==> src/rtl/dsp_pipe_tap_pkg.sv <==
// rtl/dsp_pipe_tap_pkg.sv - shared limits and popcount helper for the tap pipeline
package dsp_pipe_pkg;

  localparam int MAX_DEPTH = 8;
  localparam int MAX_WIDTH = 48;
  localparam int POP_W     = $clog2(MAX_DEPTH + 1);

  // Number of set bits in a valid vector of up to MAX_DEPTH stages
  function automatic logic [POP_W-1:0] popcount(input logic [MAX_DEPTH-1:0] bits);
    logic [POP_W-1:0] n;
    n = '0;
    for (int i = 0; i < MAX_DEPTH; i++) begin
      n = n + POP_W'(bits[i]);
    end
    return n;
  endfunction

endpackage

==> src/rtl/dsp_pipe_tap_if.sv <==
// rtl/dsp_pipe_tap_if.sv - data/valid stream bundle entering and leaving the tap pipeline
interface dsp_pipe_tap_if #(
  parameter int WIDTH = 18
);

  logic             in_valid;
  logic [WIDTH-1:0] in_data;
  logic             out_valid;
  logic [WIDTH-1:0] out_data;

  // Producer/consumer side: drives the input sample, observes the tap
  modport master (
    output in_valid,
    output in_data,
    input  out_valid,
    input  out_data
  );

  // Pipeline side: accepts the input sample, drives the tap
  modport slave (
    input  in_valid,
    input  in_data,
    output out_valid,
    output out_data
  );

endinterface

==> src/rtl/dsp_pipe_tap_stage.sv <==
// rtl/dsp_pipe_tap_stage.sv - one data+valid register stage; DSP_PIPE_TAP_HOLD_EN makes bubbles keep old data
module dsp_pipe_stage
  import dsp_pipe_pkg::*;
#(
  parameter int WIDTH = 18
) (
  input  logic             clk,
  input  logic             rst,
  input  logic             ce,
  input  logic             sclr,
  input  logic             in_valid,
  input  logic [WIDTH-1:0] in_data,
  output logic             out_valid,
  output logic [WIDTH-1:0] out_data
);

  if (WIDTH < 1 || WIDTH > MAX_WIDTH) begin : g_width_check
    $error("dsp_pipe_stage: WIDTH out of range");
  end

  logic load_data;

`ifdef DSP_PIPE_TAP_HOLD_EN
  // Data register only toggles when a real sample passes through
  assign load_data = ce & in_valid;
`else
  assign load_data = ce;
`endif

  // Stage register: clear wins over advance; valid always shifts with ce
  always_ff @(posedge clk or negedge rst) begin
    if (!rst) begin
      out_valid <= 1'b0;
      out_data  <= '0;
    end else if (sclr) begin
      out_valid <= 1'b0;
      out_data  <= '0;
    end else begin
      if (ce) begin
        out_valid <= in_valid;
      end
      if (load_data) begin
        out_data <= in_data;
      end
    end
  end

endmodule

==> src/rtl/dsp_pipe_tap.sv <==
// rtl/dsp_pipe_tap.sv - multi-stage pipeline with runtime latency tap; optional DSP_PIPE_TAP_HOLD_EN
module dsp_pipe_tap
  import dsp_pipe_pkg::*;
#(
  parameter  int WIDTH = 18,
  parameter  int DEPTH = 4,
  localparam int LAT_W = $clog2(DEPTH + 1),
  localparam int CNT_W = $clog2(DEPTH + 1)
) (
  input  logic             clk,
  input  logic             rst,
  input  logic             ce,
  input  logic             sclr,
  input  logic [LAT_W-1:0] lat_sel,
  dsp_pipe_tap_if.slave    bus,
  output logic [CNT_W-1:0] inflight,
  output logic             busy,
  output logic             lat_err
);

  if (DEPTH < 1 || DEPTH > MAX_DEPTH) begin : g_depth_check
    $error("dsp_pipe_tap: DEPTH out of range");
  end

  // Index 0 is the live input so that latency 0 is just another tap
  logic [DEPTH:0][WIDTH-1:0] d;
  logic [DEPTH:0]            v;
  logic [LAT_W-1:0]          eff_lat;
  logic [MAX_DEPTH-1:0]      v_bits;

  assign d[0] = bus.in_data;
  assign v[0] = bus.in_valid;

  for (genvar k = 1; k <= DEPTH; k++) begin : g_stage
    dsp_pipe_stage #(
      .WIDTH (WIDTH)
    ) u_stage (
      .clk       (clk),
      .rst       (rst),
      .ce        (ce),
      .sclr      (sclr),
      .in_valid  (v[k-1]),
      .in_data   (d[k-1]),
      .out_valid (v[k]),
      .out_data  (d[k])
    );
  end

  // Out-of-range selects clamp to the last stage rather than reading garbage
  always_comb begin
    lat_err = (lat_sel > LAT_W'(DEPTH));
    eff_lat = lat_err ? LAT_W'(DEPTH) : lat_sel;
  end

  // Tap mux over input and every stage
  always_comb begin
    bus.out_valid = v[0];
    bus.out_data  = d[0];
    for (int k = 1; k <= DEPTH; k++) begin
      if (eff_lat == LAT_W'(k)) begin
        bus.out_valid = v[k];
        bus.out_data  = d[k];
      end
    end
  end

  // Occupancy counts only registered stages, independent of the tap
  always_comb begin
    v_bits            = '0;
    v_bits[DEPTH-1:0] = v[DEPTH:1];
    inflight          = CNT_W'(popcount(v_bits));
    busy              = |v[DEPTH:1];
  end

endmodule

==> src/flat_wrapper.sv <==
// flat-port wrapper written by rule: the top's interface ports become plain ports
module dsp_pipe_tap_flat import dsp_pipe_pkg::*;
#(
  parameter  int WIDTH = 18,
  parameter  int DEPTH = 4,
  localparam int LAT_W = $clog2(DEPTH + 1),
  localparam int CNT_W = $clog2(DEPTH + 1)
)
  (clk, rst, ce, sclr, lat_sel, inflight, busy, lat_err, bus_in_valid, bus_in_data, bus_out_valid, bus_out_data);
  dsp_pipe_tap_if #(.WIDTH(WIDTH)) bus_i ();
  input  logic clk;
  input  logic rst;
  input  logic ce;
  input  logic sclr;
  input  logic [LAT_W-1:0] lat_sel;
  output logic [CNT_W-1:0] inflight;
  output logic busy;
  output logic lat_err;
  input wire logic [$bits(bus_i.in_valid)-1:0] bus_in_valid;
  input wire logic [$bits(bus_i.in_data)-1:0] bus_in_data;
  output wire logic [$bits(bus_i.out_valid)-1:0] bus_out_valid;
  output wire logic [$bits(bus_i.out_data)-1:0] bus_out_data;
  assign bus_i.in_valid = bus_in_valid;
  assign bus_i.in_data = bus_in_data;
  assign bus_out_valid = bus_i.out_valid;
  assign bus_out_data = bus_i.out_data;
  dsp_pipe_tap #(.WIDTH(WIDTH), .DEPTH(DEPTH)) u_core (.clk(clk), .rst(rst), .ce(ce), .sclr(sclr), .lat_sel(lat_sel), .bus(bus_i), .inflight(inflight), .busy(busy), .lat_err(lat_err));
endmodule
==> config.mk <==
export PLATFORM = sky130hd
export DESIGN_NAME = dsp_pipe_tap_flat
export DESIGN_NICKNAME = d
export VERILOG_FILES = /design/src/rtl/dsp_pipe_tap_pkg.sv /design/src/rtl/dsp_pipe_tap_if.sv /design/src/rtl/dsp_pipe_tap_stage.sv /design/src/rtl/dsp_pipe_tap.sv /design/src/flat_wrapper.sv
export SDC_FILE = /design/constraint.sdc
export NUM_CORES = 1
export LEC_CHECK = 0
export CELL_PAD_IN_SITES_DETAIL_PLACEMENT = 1
export CELL_PAD_IN_SITES_GLOBAL_PLACEMENT = 1
export CORE_MARGIN = 5
export CORE_UTILIZATION = 40
export DETAILED_ROUTE_END_ITERATION = 8
export PLACE_DENSITY_LB_ADDON = 0.2
export SYNTH_ARGS = -nofsm -noshare
export SYNTH_HDL_FRONTEND = slang
export SYNTH_SLANG_ARGS = --single-unit
==> constraint.sdc <==
create_clock -name clk -period 3.25 [get_ports clk]
set_input_delay 0.975 -clock clk [delete_from_list [all_inputs] [get_ports clk]]
set_output_delay 0.975 -clock clk [all_outputs]
set_load 0.01 [all_outputs]
==> impl_metrics.xml, run 1 <==
<?xml version="1.0" encoding="UTF-8"?>
<metrics>
  <group name="sta">
    <metric name="finalSetupViolations" unit="">0</metric>
    <metric name="finalHoldWorstSlack" unit="ns">0.531</metric>
    <metric name="tightest_slew" unit="ns">0.981</metric>
    <metric name="rsz0062_at_grt" unit="">yes</metric>
    <metric name="timing.max_slew.rel_slack" unit="%">34.6</metric>
    <metric name="layout_worst_path_cycle_share" unit="%">99.1</metric>
    <metric name="clock_skew" unit="ns">0.00590</metric>
    <metric name="max_freq" unit="MHz">310</metric>
    <metric name="timing_max_transition_violations_final" unit="">0</metric>
    <metric name="finalCriticalPeriod" unit="ns">3.22</metric>
    <metric name="final_worst_setup_slack" unit="ns">0.0292</metric>
    <metric name="report.final.hold_viol_count" unit="">0</metric>
    <metric name="setup_tns" unit="ns">0</metric>
  </group>
  <group name="global_route">
    <metric name="grt_max_degree" unit="">77</metric>
    <metric name="global_route_wire_length_before_repair" unit="mm">15.5</metric>
    <metric name="aggregate_global_routing_overflow" unit="">0</metric>
    <metric name="grt_usage" unit="%">17.2</metric>
    <metric name="vias_in_the_first_global_route" unit="">2944</metric>
    <metric name="antenna_found_initial" unit="">1</metric>
  </group>
  <group name="setup_path">
    <metric name="critical_path.max_fanout" unit="">7</metric>
    <metric name="critical-path-slowest-cell" unit="">sky130_fd_sc_hd__a221oi_2</metric>
    <metric name="required" unit="ns">2.27</metric>
    <metric name="crit_path_cell_trace" unit="">buf_6, buf_12, buf_4, nor2b_1, buf_4, buf_4, a221oi_2, a21oi_1, clkbuf_2</metric>
    <metric name="rrSetupSlack" unit="ns">2.38</metric>
    <metric name="cp-start-kind" unit="">input pin</metric>
    <metric name="timing.critical_path.arrival" unit="ns">2.25</metric>
    <metric name="crit_path_max_incr_delay" unit="ns">0.22</metric>
    <metric name="worstSetupEndpointType" unit="">output pin</metric>
    <metric name="cpLargestDelayFamily" unit="">buffers and inverters</metric>
    <metric name="worst_path_most_repeated_cell" unit="">sky130_fd_sc_hd__buf_4</metric>
    <metric name="cp.buffers_inverters" unit="">6</metric>
    <metric name="crit_type" unit="">in2out</metric>
  </group>
  <group name="clock_tree">
    <metric name="cts.clk_slew.worst_paths" unit="ns">0.08</metric>
    <metric name="htree_levels" unit="">3</metric>
    <metric name="cts_inserted_buffers" unit="">9</metric>
    <metric name="buffer_levels_on_the_longest_clock_path" unit="">2</metric>
    <metric name="cts_sinks" unit="">76</metric>
    <metric name="ctsRootBufferMaster" unit="">sky130_fd_sc_hd__clkbuf_8</metric>
    <metric name="holdBufCountCts" unit="">0</metric>
    <metric name="clock_tree_from_tritoncts" unit="">yes</metric>
    <metric name="clock_insertion_delay_at_the_later_pin_of_the_skew_report" unit="ns">0.35</metric>
  </group>
  <group name="yosys">
    <metric name="yosys_most_used_dff" unit="">sky130_fd_sc_hd__dfrtp_1</metric>
    <metric name="synthAdderAreaFrac" unit="%">1.50</metric>
    <metric name="xor_xnor_share_of_the_synthesized_area" unit="%">0</metric>
    <metric name="synth_cell_types" unit="">27</metric>
    <metric name="share_of_the_yosys_chip_area_belonging_to_registers" unit="%">49.7</metric>
    <metric name="synth.largest_area_cell" unit="">sky130_fd_sc_hd__dfrtp_1</metric>
    <metric name="netlist_top_cells_area" unit="">sky130_fd_sc_hd__dfrtp_1 50%, sky130_fd_sc_hd__mux2i_1 20%, sky130_fd_sc_hd__nor2_1 7.6%</metric>
    <metric name="synth_top_area_share" unit="%">49.7</metric>
    <metric name="yosys_warnings" unit="">0</metric>
    <metric name="mapped_cells" unit="">326</metric>
    <metric name="synthesis.area" unit="µm²">3820</metric>
    <metric name="synth-async-reset-ratio" unit="%">100</metric>
    <metric name="synth.ff_latch_count" unit="">76</metric>
    <metric name="synth_compound_gate_area_share" unit="%">5.59</metric>
    <metric name="post_synth.cell_area_avg" unit="µm²">11.7</metric>
    <metric name="synth_top_family_by_area" unit="">multiplexers</metric>
    <metric name="synth-edff-count" unit="">0</metric>
    <metric name="synth.area.mux_share" unit="%">29.6</metric>
    <metric name="synthSimpleGateAreaFrac" unit="%">10.1</metric>
    <metric name="synth.net_count" unit="">356</metric>
  </group>
  <group name="placement">
    <metric name="buffer_ports.inserted" unit="">49</metric>
    <metric name="dpl_worst_slack" unit="ns">-0.793</metric>
    <metric name="globalplace.congestion" unit="">0.718</metric>
    <metric name="dp_hpwl" unit="mm">5.34</metric>
  </group>
  <group name="pwr">
    <metric name="static_leakage" unit="nW">2.49</metric>
    <metric name="post-layout-total-power" unit="mW">2.11</metric>
    <metric name="power_per_cell_area" unit="nW/µm²">432</metric>
    <metric name="irDropWorstVdd" unit="µV">239</metric>
  </group>
  <group name="floorplanning">
    <metric name="initial_standard_cell_utilization_of_the_core" unit="%">41.2</metric>
    <metric name="placement_rows" unit="">35</metric>
    <metric name="die_width" unit="µm">108</metric>
    <metric name="ioPinCount" unit="">50</metric>
    <metric name="design.core.area" unit="µm²">9280</metric>
    <metric name="die_area" unit="µm²">11600</metric>
    <metric name="die_height" unit="µm">108</metric>
  </group>
  <group name="detailed_routing">
    <metric name="post_drt_wl_per_cell" unit="µm">17.9</metric>
    <metric name="routedLengthMet1" unit="mm">4.34</metric>
    <metric name="drt-total-wl" unit="mm">9.41</metric>
    <metric name="highest-signal-layer" unit="">met5</metric>
    <metric name="route.met3.wl" unit="µm">344</metric>
    <metric name="drc" unit="">0</metric>
    <metric name="drt_iter0_drc" unit="">134</metric>
    <metric name="ant_nets" unit="">0</metric>
    <metric name="detailroute.via_count" unit="">2731</metric>
    <metric name="firstDrtPassIters" unit="">4</metric>
    <metric name="wl_met2" unit="mm">4.61</metric>
    <metric name="routed_via_density" unit="">5.21</metric>
  </group>
  <group name="status">
    <metric name="outcome" unit="">completed</metric>
  </group>
  <group name="cells_and_area">
    <metric name="syn2layout_area_growth" unit="%">27.4</metric>
    <metric name="antennaDiodeCount" unit="">0</metric>
    <metric name="layout.nets" unit="">420</metric>
    <metric name="mostFrequentLayoutCell" unit="">sky130_fd_sc_hd__nor2_1</metric>
    <metric name="postLayoutCoreUtil" unit="%">52.5</metric>
    <metric name="final_cell_mix" unit="">77 x sky130_fd_sc_hd__nor2_1, 76 x sky130_fd_sc_hd__mux2i_1, 76 x sky130_fd_sc_hd__dfrtp_1, 21 x sky130_fd_sc_hd__buf_4, 13 x sky130_fd_sc_hd__clkdlybuf4s50_1</metric>
    <metric name="post_route_cells_drive_above_1_share" unit="%">24.8</metric>
    <metric name="fillers" unit="">1001</metric>
  </group>
  <group name="job">
    <metric name="cap_violations" unit="">0</metric>
  </group>
  <group name="min_path">
    <metric name="worst_hold_path_type" unit="">reg2reg</metric>
  </group>
</metrics>
## where the power goes
| part | total, mW | switching (mW) | internal (mW) |
|---|---|---|---|
| sequential | 0.995 | 0.0232 | 0.971 |
| combinational | 0.311 | 0.155 | 0.156 |
| clock | 0.801 | 0.351 | 0.450 |
| total | 2.11 | 0.529 | 1.58 |
## registers in the layout, indices dropped and copies added (netlist names)
signal	count
u_core.g_stage.u_stage.out_valid	4
u_core.g_stage.u_stage.out_data	72
## worst register-to-register path: stages, from the launching register on
cell and delay (ns):
sky130_fd_sc_hd__dfrtp_1 0.39, sky130_fd_sc_hd__buf_4 0.15, sky130_fd_sc_hd__mux2i_1 0.13, sky130_fd_sc_hd__nor2_1 0.05
## layer usage
| layer | GRT usage, % | vias to the layer above |
|---|---|---|
| met3 | 4.38 | 11 |
| met5 | 0 | - |
| met1 | 23.3 | 1397 |
| met4 | 5.14 | 2 |
| li1 | - | 1272 |
| met2 | 27.1 | 49 |
## stage by stage
stage	area, µm²	std cells
finish	4870	524
global route	4870	524
CTS	4800	520
detailed placement	4480	493
global placement	4480	493
floorplan	3820	326
## worst paths after layout
check / start / endpoint / depth (start not counted)
max: lat_sel[0] / bus_out_data[4] / 9
min: u_core.g_stage[4].u_stage.out_data[11] / u_core.g_stage[4].u_stage.out_data[11] / 2
max reg2reg: u_core.g_stage[2].u_stage.out_valid / u_core.g_stage[3].u_stage.out_valid / 3
min reg2reg: u_core.g_stage[4].u_stage.out_data[11] / u_core.g_stage[4].u_stage.out_data[11] / 2
max in group asynchronous: rst / u_core.g_stage[4].u_stage.out_data[10] / 1
min in group asynchronous: rst / u_core.g_stage[3].u_stage.out_data[1] / 1
## area by class of cell
class,instances,area [µm²],share of cell area [%]
clock inverters,5,75.1,1.54
inverters,2,7.51,0.154
well taps,129,161,3.31
multi-input cells,223,1830,37.6
flip-flops and latches,76,1900,39.0
repair buffers,78,754,15.5
clock buffers,11,141,2.90
## kinds of logic after synthesis
| family | Yosys count |
|---|---|
| compound gates | 30 |
| fa+ha+maj | 4 |
| buf+inv | 27 |
| flops | 76 |
| mux | 96 |
| simple gates | 93 |
## synth_stat cells (2+ instances only)
cell type / instances
sky130_fd_sc_hd__mux2i_1: 76
sky130_fd_sc_hd__o31ai_1: 2
sky130_fd_sc_hd__nor2b_1: 9
sky130_fd_sc_hd__ha_1: 3
sky130_fd_sc_hd__a21oi_1: 7
sky130_fd_sc_hd__buf_2: 11
sky130_fd_sc_hd__nand2b_1: 2
sky130_fd_sc_hd__a22oi_1: 7
sky130_fd_sc_hd__a221oi_1: 7
sky130_fd_sc_hd__nor2_1: 77
sky130_fd_sc_hd__o22ai_1: 4
sky130_fd_sc_hd__mux2_2: 10
sky130_fd_sc_hd__dfrtp_1: 76
sky130_fd_sc_hd__nand2_1: 3
sky130_fd_sc_hd__clkbuf_1: 11
sky130_fd_sc_hd__inv_1: 2
sky130_fd_sc_hd__mux4_1: 9
## what timing repair did
item                                    4_1_cts  5_1_grt
resized for setup                           100       20
pin swaps                                     4        2
endpoints found under the setup margin       21       17
endpoints found under the hold margin         0        0
gates cloned                                  1        0
setup buffers                                10        4
Power figures use the tool's default switching activity.
==> inputs of run 2 (changes only) <==
SLEW_MARGIN = 10   (was default)
==> results of run 2 <==
Final layout, timing and power as in run 1 (identical DEF).
